===== src/rtl/lfsr_prob_gen.sv =====
// Sequential Bernoulli word generator: a Fibonacci LFSR, advanced PBITS steps per cycle,
// fills one NCH-bit word per channel-slot and presents it on a valid/ready stream.
module lfsr_prob_gen #(
    parameter int               WIDTH        = 16,
    parameter logic [WIDTH-1:0] TAPS         = 16'hB400,
    parameter int               NCH          = 8,
    parameter int               PBITS        = 4,
    parameter logic [WIDTH-1:0] DEFAULT_SEED = 16'hACE1
) (
    input  logic                   clk,
    input  logic                   rst,
    input  logic                   seed_valid,
    output logic                   seed_ready,
    input  logic [WIDTH-1:0]       seed,
    input  logic [NCH*PBITS-1:0]   prob,
    output logic                   out_valid,
    input  logic                   out_ready,
    output logic [NCH-1:0]         out_bits,
    output logic                   err_lockup,
    output logic [1:0]             dbg_fsm,
    output logic [WIDTH-1:0]       dbg_lfsr
);

    localparam int             CW   = (NCH > 1) ? $clog2(NCH) : 1;
    localparam logic [CW-1:0]  LAST = CW'(NCH - 1);

    // Handshakes: a transfer happens on a rising edge where valid and ready are both
    // high. Producers hold data steady while valid is high and ready is low.
    typedef enum logic [1:0] {IDLE = 2'd0, FILL = 2'd1, HOLD = 2'd2} fsm_t;

    fsm_t                  fsm_q, fsm_d;
    logic [WIDTH-1:0]      lfsr_q, lfsr_d;
    logic [CW-1:0]         ch_q, ch_d;
    logic [NCH*PBITS-1:0]  prob_q, prob_d;
    logic [NCH-1:0]        bits_q, bits_d;
    logic                  err_q, err_d;
    logic [WIDTH-1:0]      adv;
    logic [PBITS-1:0]      slice;
    logic [PBITS-1:0]      ch_prob;
    logic                  seed_take;

    function automatic logic [WIDTH-1:0] advance(input logic [WIDTH-1:0] s);
        logic [WIDTH-1:0] t;
        t = s;
        for (int i = 0; i < PBITS; i++) begin
            t = {t[WIDTH-2:0], ^(t & TAPS)};
        end
        return t;
    endfunction

    assign seed_ready = !rst;
    assign seed_take  = seed_valid && seed_ready;
    assign out_valid  = (fsm_q == HOLD);
    assign out_bits   = bits_q;
    assign err_lockup = err_q;
    assign dbg_fsm    = fsm_q;
    assign dbg_lfsr   = lfsr_q;

    always_comb begin
        fsm_d   = fsm_q;
        lfsr_d  = lfsr_q;
        ch_d    = ch_q;
        prob_d  = prob_q;
        bits_d  = bits_q;
        err_d   = err_q;
        adv     = advance(lfsr_q);
        slice   = adv[PBITS-1:0];
        ch_prob = prob_q[ch_q*PBITS +: PBITS];

        // A seed load wins over everything else, including a pending partial word.
        if (seed_take) begin
            lfsr_d = (seed == '0) ? DEFAULT_SEED : seed;
            fsm_d  = FILL;
            ch_d   = '0;
            prob_d = prob;
            err_d  = 1'b0;
        end else begin
            case (fsm_q)
                IDLE: fsm_d = IDLE;
                FILL: begin
                    // The bit still uses the (zero) slice even when the state is recovered.
                    lfsr_d       = (adv == '0) ? DEFAULT_SEED : adv;
                    err_d        = err_q | (adv == '0);
                    bits_d[ch_q] = (slice < ch_prob);
                    if (ch_q == LAST) begin
                        fsm_d = HOLD;
                        ch_d  = '0;
                    end else begin
                        ch_d = ch_q + CW'(1);
                    end
                end
                HOLD: begin
                    if (out_ready) begin
                        fsm_d  = FILL;
                        ch_d   = '0;
                        prob_d = prob;
                    end
                end
                default: fsm_d = IDLE;
            endcase
        end
    end

    always_ff @(posedge clk) begin
        if (rst) begin
            fsm_q  <= IDLE;
            lfsr_q <= DEFAULT_SEED;
            ch_q   <= '0;
            prob_q <= '0;
            bits_q <= '0;
            err_q  <= 1'b0;
        end else begin
            fsm_q  <= fsm_d;
            lfsr_q <= lfsr_d;
            ch_q   <= ch_d;
            prob_q <= prob_d;
            bits_q <= bits_d;
            err_q  <= err_d;
        end
    end

endmodule

===== config.mk =====
export PLATFORM = sky130hd
export DESIGN_NAME = lfsr_prob_gen
export DESIGN_NICKNAME = d
export VERILOG_FILES = /design/src/rtl/lfsr_prob_gen.sv
export SDC_FILE = /design/constraint.sdc
export NUM_CORES = 1
export LEC_CHECK = 0
export ABC_AREA = 1
export CAP_MARGIN = 20
export CORE_ASPECT_RATIO = 1.4
export CORE_MARGIN = 2
export CORE_UTILIZATION = 43
export DETAILED_ROUTE_END_ITERATION = 10
export PLACE_DENSITY = 0.83
export SLEW_MARGIN = 40
export SYNTH_ARGS = -nofsm -noshare
export SYNTH_HDL_FRONTEND = slang
export SYNTH_SLANG_ARGS = --single-unit

===== constraint.sdc =====
create_clock -name clk -period 4.5 [get_ports clk]
set_input_delay 0.45 -clock clk [delete_from_list [all_inputs] [get_ports clk]]
set_output_delay 0.45 -clock clk [all_outputs]
set_load 0.02 [all_outputs]

==> results of run 1 <==
registers in the layout (all words and copies together), names as in the netlist:
signal	flops
ch_q	3
dbg_lfsr	16
out_bits	8
err_lockup	1
prob_q	32
dbg_fsm	2
cell type report:
class                           count  area, µm²
Clock buffer                       13        169
Clock inverter                      1       5.00
Fill cell                         651       2880
Inverter                           53        199
Multi-Input combinational cell    318       1560
Sequential cell                    62       1240
Tap cell                           95        119
Timing Repair Buffer               81        808
synth_stat cells (all sizes together):
library cell	number	share of area [%]
a211oi	1	0.24
a21oi	25	4.1
a221oi	2	0.57
a22oi	1	0.24
a31oi	5	1.0
and2	1	0.28
buf	8	1.7
clkbuf	10	1.2
clkinv	1	0.12
dfxtp	62	40
ha	6	2.4
inv	52	6.3
nand2	90	11
nand3	18	3.3
nand4	6	1.2
nor2	85	11
nor3	2	0.32
nor4	1	0.20
o21ai	59	9.6
o21bai	1	0.36
o221ai	1	0.28
o22ai	2	0.41
xnor2	8	2.3
xor2	4	1.1
power by group:
part           internal, mW  switching, mW  total [mW]  leakage [nW]
registers             0.584         0.0283       0.612         0.510
logic                 0.134          0.170       0.303          1.20
clock network         0.238          0.200       0.438        0.0914
final timing paths:
| check | startpoint | slack, ps | endpoint |
|---|---|---|---|
| setup / recovery | rst | 1810 | seed_ready |
| hold / removal | err_lockup | 460 | err_lockup |
| setup reg to reg | ch_q[0] | 1960 | out_bits[4] |
| hold reg to reg | err_lockup | 460 | err_lockup |
cell families (layout without fill, tap and decap cells):
| group | after synthesis | count (layout) |
|---|---|---|
| simple gates | 203 | 203 |
| buf+inv | 71 | 148 |
| compound gates | 97 | 97 |
| xor+xnor | 12 | 12 |
| fa+ha+maj | 6 | 6 |
| flops | 62 | 62 |
metrics by stage:
| step | utilization (%) | cells | total power [mW] | setup WS [ps] | hold slack (ps) |
|---|---|---|---|---|---|
| after floorplan | - | 451 | 0.801 | 2490 | 430 |
| after global placement | 56.2 | 609 | 0.916 | 1430 | 442 |
| after detailed placement | 56.2 | 609 | 0.922 | 1570 | 448 |
| after CTS | 58.7 | 623 | 1.36 | 1840 | 457 |
| after global routing | 58.7 | 623 | 1.42 | 1630 | 478 |
| final | 58.7 | 623 | 1.35 | 1810 | 456 |
tightest hold or removal path, delay by kind of cell, from the launching register on:
kind | cells | cell delay, ps
flops | 1 | 310
compound gates | 1 | 50
buf+inv | 1 | 50
metal layers:
metal  global-route usage, %  vias to the layer above  share of wire (%)
met5                       0                        -                  0
met4                    11.9                        0                3.6
li1                        -                     1591                  -
met1                    23.8                     1394                 40
met3                    3.49                       24                5.1
met2                    38.3                      119                 51
placed cells by master, fill, tap and decap left out, types with 3 or more instances in the layout:
| master | instances |
|---|---|
| nand2_1 | 87 |
| nor2_1 | 80 |
| clkdlybuf4s50_1 | 80 |
| dfxtp_1 | 62 |
| o21ai_0 | 59 |
| inv_1 | 49 |
| a21oi_1 | 25 |
| nand3_1 | 17 |
| clkbuf_8 | 12 |
| xnor2_1 | 8 |
| nand4_1 | 6 |
| ha_1 | 6 |
| a31oi_1 | 5 |
| xor2_1 | 4 |
| nor2_4 | 3 |
| inv_2 | 3 |
==> impl_metrics.toml, run 1 <==
[critical_path]
r2r_cells = 12
crit_required_ps = 4050
cpMostUsedCell = "clkdlybuf4s50_1"
cp-end-kind = "output port"
cp.depth = 4
path_cells = "clkdlybuf4s50_1 -> inv_1 -> buf_4 -> clkdlybuf4s50_1"
crit_arrival_ps = 2240
crit_buf_inv = 4
critPathMaxStageDelay_ps = 690
crit_family = "buffers and inverters"
crit_type = "input port to output port"
cp_slowest_cell = "clkdlybuf4s50_1"
path_max_fanout = 52
cp-start-kind = "input port"

[sta]
final.period_utilization_pct = 59.8
maxSlewViolCount = 0
finalHoldViolations = 0
setup_viol = 0
fin_skew_ps = 6.43
max_slew_margin_pct = 56.6
rsz0062_at_grt = "false"
fin_tns_setup_ps = 0
max_clock_freq_mhz = 371
final.min_clock_period_ps = 2690
tightest_slew_ps = 645

[grt]
grt_pass1_vias = 3003
grtUsageTotal_pct = 21.8
grt_first_pass_wirelength_um = 13300
grt_overflow = 0
grt_max_degree = 53
antenna_found_initial = 0

[synthesis]
avgSynthCellArea_um2 = 6.85
synth_top_family_by_area = "simple AND/OR/NAND/NOR gates"
syn-num-nets = 509
synthSimpleGateAreaFrac_pct = 27.9
synth_compound_area_share_pct = 16.7
synthCells = 451
yosysWarnings = 0
synthAdderAreaFrac_pct = 2.43
synth_cell_types = 32
synthMuxAreaShare_pct = 0
netlist_area_um2 = 3090
synth-xor-area-share_pct = 3.40
ys_ff_latch = 62
ys_seq_area_share_pct = 40.2

[floorplanning]
num_io_pins = 81
die_h_um = 104
die_area_um2 = 7880
start_util_pct = 44.2
placementRows = 36
die_w_um = 75.6
core_um2 = 6980

[placed_design]
hpwl_um = 6060
io_buffers = 80
gp_congestion = 0.916
dpl-instance-area_um2 = 3930

[cts]
numCtsBuffers = 9
clk_pin_slew_ps = 60
holdBufCountCts = 0
cts_setup_buffers = 0
cts_tree = "built"
insertion_delay_ps = 340
clock_tree.root_cell = "clkbuf_8"
htreeDepth = 3
cts.sinks = 62
clk_path_buf_depth = 2
cts.repair.resized = 0

[drt]
drt-total-wl_um = 8340
drc_errors = 0
wl_per_cell_um = 13.4
drt_iter0_markers = 160
dr.pass1.iters = 8
dr_total_vias = 3128
via_per_inst = 5.02
drtAntennaViolNets = 0

[run_status]
status = "finished, final reports clean"

[hold_path]
hold_class = "register to register"
hold_depth = 2

[power_and_ir_drop]
total_leakage_power_nw = 1.80
max-vdd-ir-drop_uv = 195
power.density_nw_per_um2 = 330

[cells_and_area]
fin_area_um2 = 4100
syn2layout_area_growth_pct = 32.8
drive_gt1_share_pct = 5.30
nets = 583
diodes = 0

[flow_run]
drv_cap = 0
Note: power is estimated with default switching activity, not from simulation.
==> run 2, diff against run 1 <==
PLACE_DENSITY = 0.86   (was 0.83)
clock period = 2.3 ns   (was 4.5 ns; I/O delays follow)
==> impl_metrics.toml, run 2 (synthesis gave the netlist of run 1 again) <==
[power_and_ir_drop]
p_sw_share_pct = 27.5
intPower_mw = 2.16
max-vdd-ir-drop_uv = 437
seqPwrFrac_pct = 40.1
total_leakage_power_nw = 1.87
total_power_mw = 2.98
clkPwrFrac_pct = 39.2
power.density_nw_per_um2 = 705
p_comb_share_pct = 20.7
switchingPower_mw = 0.817

[critical_path]
path_max_fanout = 8
crit_type = "register to register"
startpoint = "dbg_lfsr[10]"
path_cells = "inv_1 -> ha_1 -> xnor2_1 -> xor2_1 -> inv_1 -> ha_1 -> nand2_1 -> nand2_1 -> nand2_1 -> nand2_2 -> a21oi_1"
cp-end-kind = "register"
critPathMaxStageDelay_ps = 390
reg2reg_from = "dbg_lfsr[10]"
cp_slowest_cell = "dfxtp_2"
cp-start-kind = "register"
cpMostUsedCell = "nand2_1"
crit_required_ps = 2570
crit_arrival_ps = 2420

[flow_run]
drv_cap = 0

[cells_and_area]
final_cell_mix = "nand2_1, nor2_1, clkdlybuf4s50_1"
fillCellCount = 635
nets = 590
drive_gt1_share_pct = 7.09
multi_input_area_um2 = 1560
largest_register_ffs = 32
syn2layout_area_growth_pct = 36.8
fin_util_pct = 60.5
layout_commonest_cell = "nand2_1"
regMostFlops = "prob_q"
diodes = 0
finalNonFillerCells = 631
regArea_um2 = 1240

[floorplanning]
start_util_pct = 44.2
die_h_um = 104
placementRows = 36
die_w_um = 75.6
core_um2 = 6980
die_area_um2 = 7880
num_io_pins = 81

[cts]
clk_path_buf_depth = 2
clk_pin_slew_ps = 70
numCtsBuffers = 9
cts_setup_buffers = 0
htreeDepth = 3
insertion_delay_ps = 350
holdBufCountCts = 0
clock_tree.root_cell = "clkbuf_8"
cts.sinks = 62
cts_tree = "built"

[sta]
finalHoldViolations = 0
max_clock_freq_mhz = 465
fin_hold_ws_ps = 457
max_slew_margin_pct = 53.8
fin_skew_ps = 7.13
maxSlewViolCount = 0
finalWorstSetupSlack_ps = 149
tightest_slew_ps = 686
setup_viol = 0
final.min_clock_period_ps = 2150
final.period_utilization_pct = 93.5

[drt]
dr.pass1.iters = 6
dr_total_vias = 3312
drt-total-wl_um = 8660
drt_iter0_markers = 190
drtAntennaViolNets = 0
drc_errors = 0
via_per_inst = 5.25
wl_per_cell_um = 13.7

[grt]
grt_first_pass_wirelength_um = 13700
antenna_found_initial = 0
grtUsageTotal_pct = 22.2
grt_max_degree = 52
grt_pass1_vias = 3169
grt_overflow = 0

[placed_design]
io_buffers = 80
gp_congestion = 0.971
hpwl_um = 6240
dp_cells = 616
preCtsSetupSlack_ps = 113

[run_status]
status = "finished, final reports clean"

[hold_path]
hold_class = "register to register"
worstHoldStart = "prob_q[18]"
run 2: cell types whose count changed in the layout (fill, tap and decap cells not counted), sizes merged:
cell	previous run	this run
clkbuf	13	11
buf	1	8
bufinv	0	3
run 2: power groups by stage:
stage / sequential [mW] / combinational, mW / clock, mW
after floorplan: 1.24 / 0.330 / 0
after global placement: 1.21 / 0.591 / 0
final: 1.19 / 0.616 / 1.17
after CTS: 1.19 / 0.615 / 1.17
after global routing: 1.20 / 0.679 / 1.20
after detailed placement: 1.22 / 0.606 / 0
run 2: timing repair:
| action | CTS | global route |
|---|---|---|
| gates resized for setup | 0 | 3 |
| setup endpoints to repair | 0 | 8 |
| hold endpoints to repair | 0 | 0 |
run 2: metal layers:
layer | vias to the layer above | GRT usage [%] | routed length [µm]
li1 | 1608 | - | -
met5 | - | 0 | 0
met2 | 149 | 38.4 | 4410
met4 | 0 | 12.9 | 380
met3 | 37 | 3.49 | 531
met1 | 1518 | 24.4 | 3350
run 2: final cells by class:
cell class | instances | area share, %
flip-flops and latches | 62 | 29.5
well taps | 95 | 2.81
clock buffers | 11 | 3.35
clock inverters | 4 | 2.25
inverters | 53 | 4.71
multi-input cells | 318 | 37.0
repair buffers | 88 | 20.4
run 2: worst max-delay path: cells and delay by family, from the launching register on:
kind                       cells  cell delay [ps]
and+or+nand+nor                4              290
xor gates and xnor gates       2              400
adders and majority gates      2              610
DFF                            1              390
AOI/OAI and AO/OA              1              170
buffers and inverters          2              200
run 2: worst paths after layout:
check / end / slack, ps / cells after the start
worst max-delay path: out_bits[4] / 150 / 11
worst min-delay path: prob_q[18] / 460 / 2
worst max register to register: out_bits[4] / 150 / 11
worst min register to register: prob_q[18] / 460 / 2
run 2: per-stage QoR:
stage               cell area (µm²)  setup TNS [ps]
global route                   4220           -37.8
global placement               3980               0
finish                         4220               0
detailed placement             3980               0
floorplan                      3090               0
CTS                            4220               0
==> run 3, diff against run 2 <==
SETUP_SLACK_MARGIN = 0.5   (was unset)
==> impl_metrics.toml, run 3 (synthesis gave the netlist of run 1 again) <==
[power_and_ir_drop]
max-vdd-ir-drop_uv = 531
switchingPower_mw = 0.936
p_sw_share_pct = 30.6
intPower_mw = 2.12
total_leakage_power_nw = 2.01
power.density_nw_per_um2 = 659
total_power_mw = 3.06
seqPwrFrac_pct = 39.0
clkPwrFrac_pct = 35.1
p_comb_share_pct = 25.9

[hold_path]
min_to = "err_lockup"
worstHoldStart = "err_lockup"
hold_depth = 2
hold_class = "register to register"

[cells_and_area]
final_cell_mix = "nand2_1, nor2_1, clkdlybuf4s50_1"
fin_util_pct = 66.5
diodes = 0
multi_input_area_um2 = 1800
nets = 610
finalNonFillerCells = 652
largest_register_ffs = 32
drive_gt1_share_pct = 19.2
syn2layout_area_growth_pct = 50.2
regArea_um2 = 1260
regMostFlops = "prob_q"
fillCellCount = 531
layout_commonest_cell = "nand2_1"

[sta]
final.period_utilization_pct = 93.2
fin_skew_ps = 21.6
max_slew_margin_pct = 54.3
final.min_clock_period_ps = 2140
rsz0062_at_grt = "true"
finalHoldViolations = 0
tightest_slew_ps = 679
fin_tns_setup_ps = 0
maxSlewViolCount = 0
max_clock_freq_mhz = 466
setup_viol = 0
fin_hold_ws_ps = 466

[drt]
drt_iter0_markers = 436
dr.pass1.iters = 6
dr_total_vias = 3662
wl_per_cell_um = 16.5
drt-total-wl_um = 10800
drtAntennaViolNets = 0
drc_errors = 0
via_per_inst = 5.62

[placed_design]
hpwl_um = 6070
dp_cells = 617
gp_congestion = 0.979
io_buffers = 80

[grt]
grt_max_degree = 50
grtUsageMet1_pct = 26.2
grt_first_pass_wirelength_um = 15000
use_met2_pct = 42.4
grtUsageTotal_pct = 24.7
grtUsageMet3_pct = 5.04
antenna_found_initial = 0
grt_pass1_vias = 3405
top_usage_layer = "met2"
grt_overflow = 0

[critical_path]
r2r_cells = 13
crit_required_ps = 2590
path_max_fanout = 8
reg2reg_slack_ps = 160
crit_type = "register to register"
cp-start-kind = "register"
cp-end-kind = "register"
crit_arrival_ps = 2430
reg2reg_to = "out_bits[4]"
reg2reg_from = "ch_q[1]"

[floorplanning]
die_w_um = 75.6
die_h_um = 104
num_io_pins = 81
core_um2 = 6980
die_area_um2 = 7880
placementRows = 36
start_util_pct = 44.2

[cts]
htreeDepth = 3
clk_path_buf_depth = 2
holdBufCountCts = 0
insertion_delay_ps = 360
clk_pin_slew_ps = 80
clock_tree.root_cell = "clkbuf_8"
cts.sinks = 62
cts_tree = "built"
numCtsBuffers = 9

[run_status]
status = "finished, final reports clean"

[flow_run]
drv_cap = 0
[run 3: cell count changes in the layout (fill, tap and decap cells not counted), sizes merged, moves of 2 or more]
cell / before / now
clkinvlp: 0 / 4
clkdlybuf4s50: 80 / 78
buf: 8 / 26
inv: 52 / 50
[run 3: worst max-delay path, cell delays in order (launching register included)]
cell and delay, ps:
dfxtp_2 340, buf_6 130, clkinvlp_4 150, nand3_4 130, inv_2 50, a221oi_2 270, nand4_1 170, inv_1 150
ha_4 210, nand2_2 60, nand2_2 50, nand2_2 70, nand2_4 110, a21oi_2 190
[run 3: power groups by stage]
| stage | clock [mW] | sequential [mW] | combinational, mW |
|---|---|---|---|
| after floorplan | 0 | 1.24 | 0.334 |
| after global placement | 0 | 1.21 | 0.590 |
| after detailed placement | 0 | 1.22 | 0.605 |
| after CTS | 1.07 | 1.19 | 0.673 |
| after global routing | 1.13 | 1.20 | 0.849 |
| final | 1.07 | 1.19 | 0.791 |
[run 3: area by class of cell]
| class | count | share of cell area [%] |
|---|---|---|
| tap | 95 | 2.56 |
| clock buffer | 12 | 3.13 |
| sequential | 62 | 27.1 |
| clock inverter | 4 | 1.51 |
| multi-input combinational | 319 | 38.8 |
| timing repair buffer | 106 | 22.2 |
| inverter | 53 | 4.58 |
| timing repair inverter | 1 | 0.162 |
[run 3: how the worst max path moves through the flow]
stage          slack [ps]  cells after the start          end  startpoint
4_1_cts               430                     13  out_bits[5]     ch_q[1]
5_1_grt                60                     13  out_bits[1]     ch_q[1]
3_3_place_gp          170                     13  out_bits[0]     ch_q[2]
3_5_place_dp          100                     13  out_bits[0]     ch_q[2]
2_1_floorplan         510                     13  out_bits[0]     ch_q[2]
6_report              160                     13  out_bits[4]     ch_q[1]
[run 3: repair_timing]
action	CTS	global route
setup endpoints to repair	9	18
setup buffers	10	7
gates resized for setup	34	31
cloned	1	1
pin swaps	7	19
[run 3: through the flow]
step	setup slack, ps	area (µm²)
after floorplan	506	3120
after global placement	170	4010
after detailed placement	101	4010
after CTS	429	4440
after global routing	63.8	4640
final	156	4640
[run 3: routing by layer]
| layer | wire, µm | vias up | part of all wire (%) |
|---|---|---|---|
| met1 | 3700 | 1634 | 34 |
| met5 | 0 | - | 0 |
| li1 | - | 1657 | - |
| met2 | 5320 | 290 | 49 |
| met3 | 951 | 81 | 8.8 |
| met4 | 810 | 0 | 7.5 |
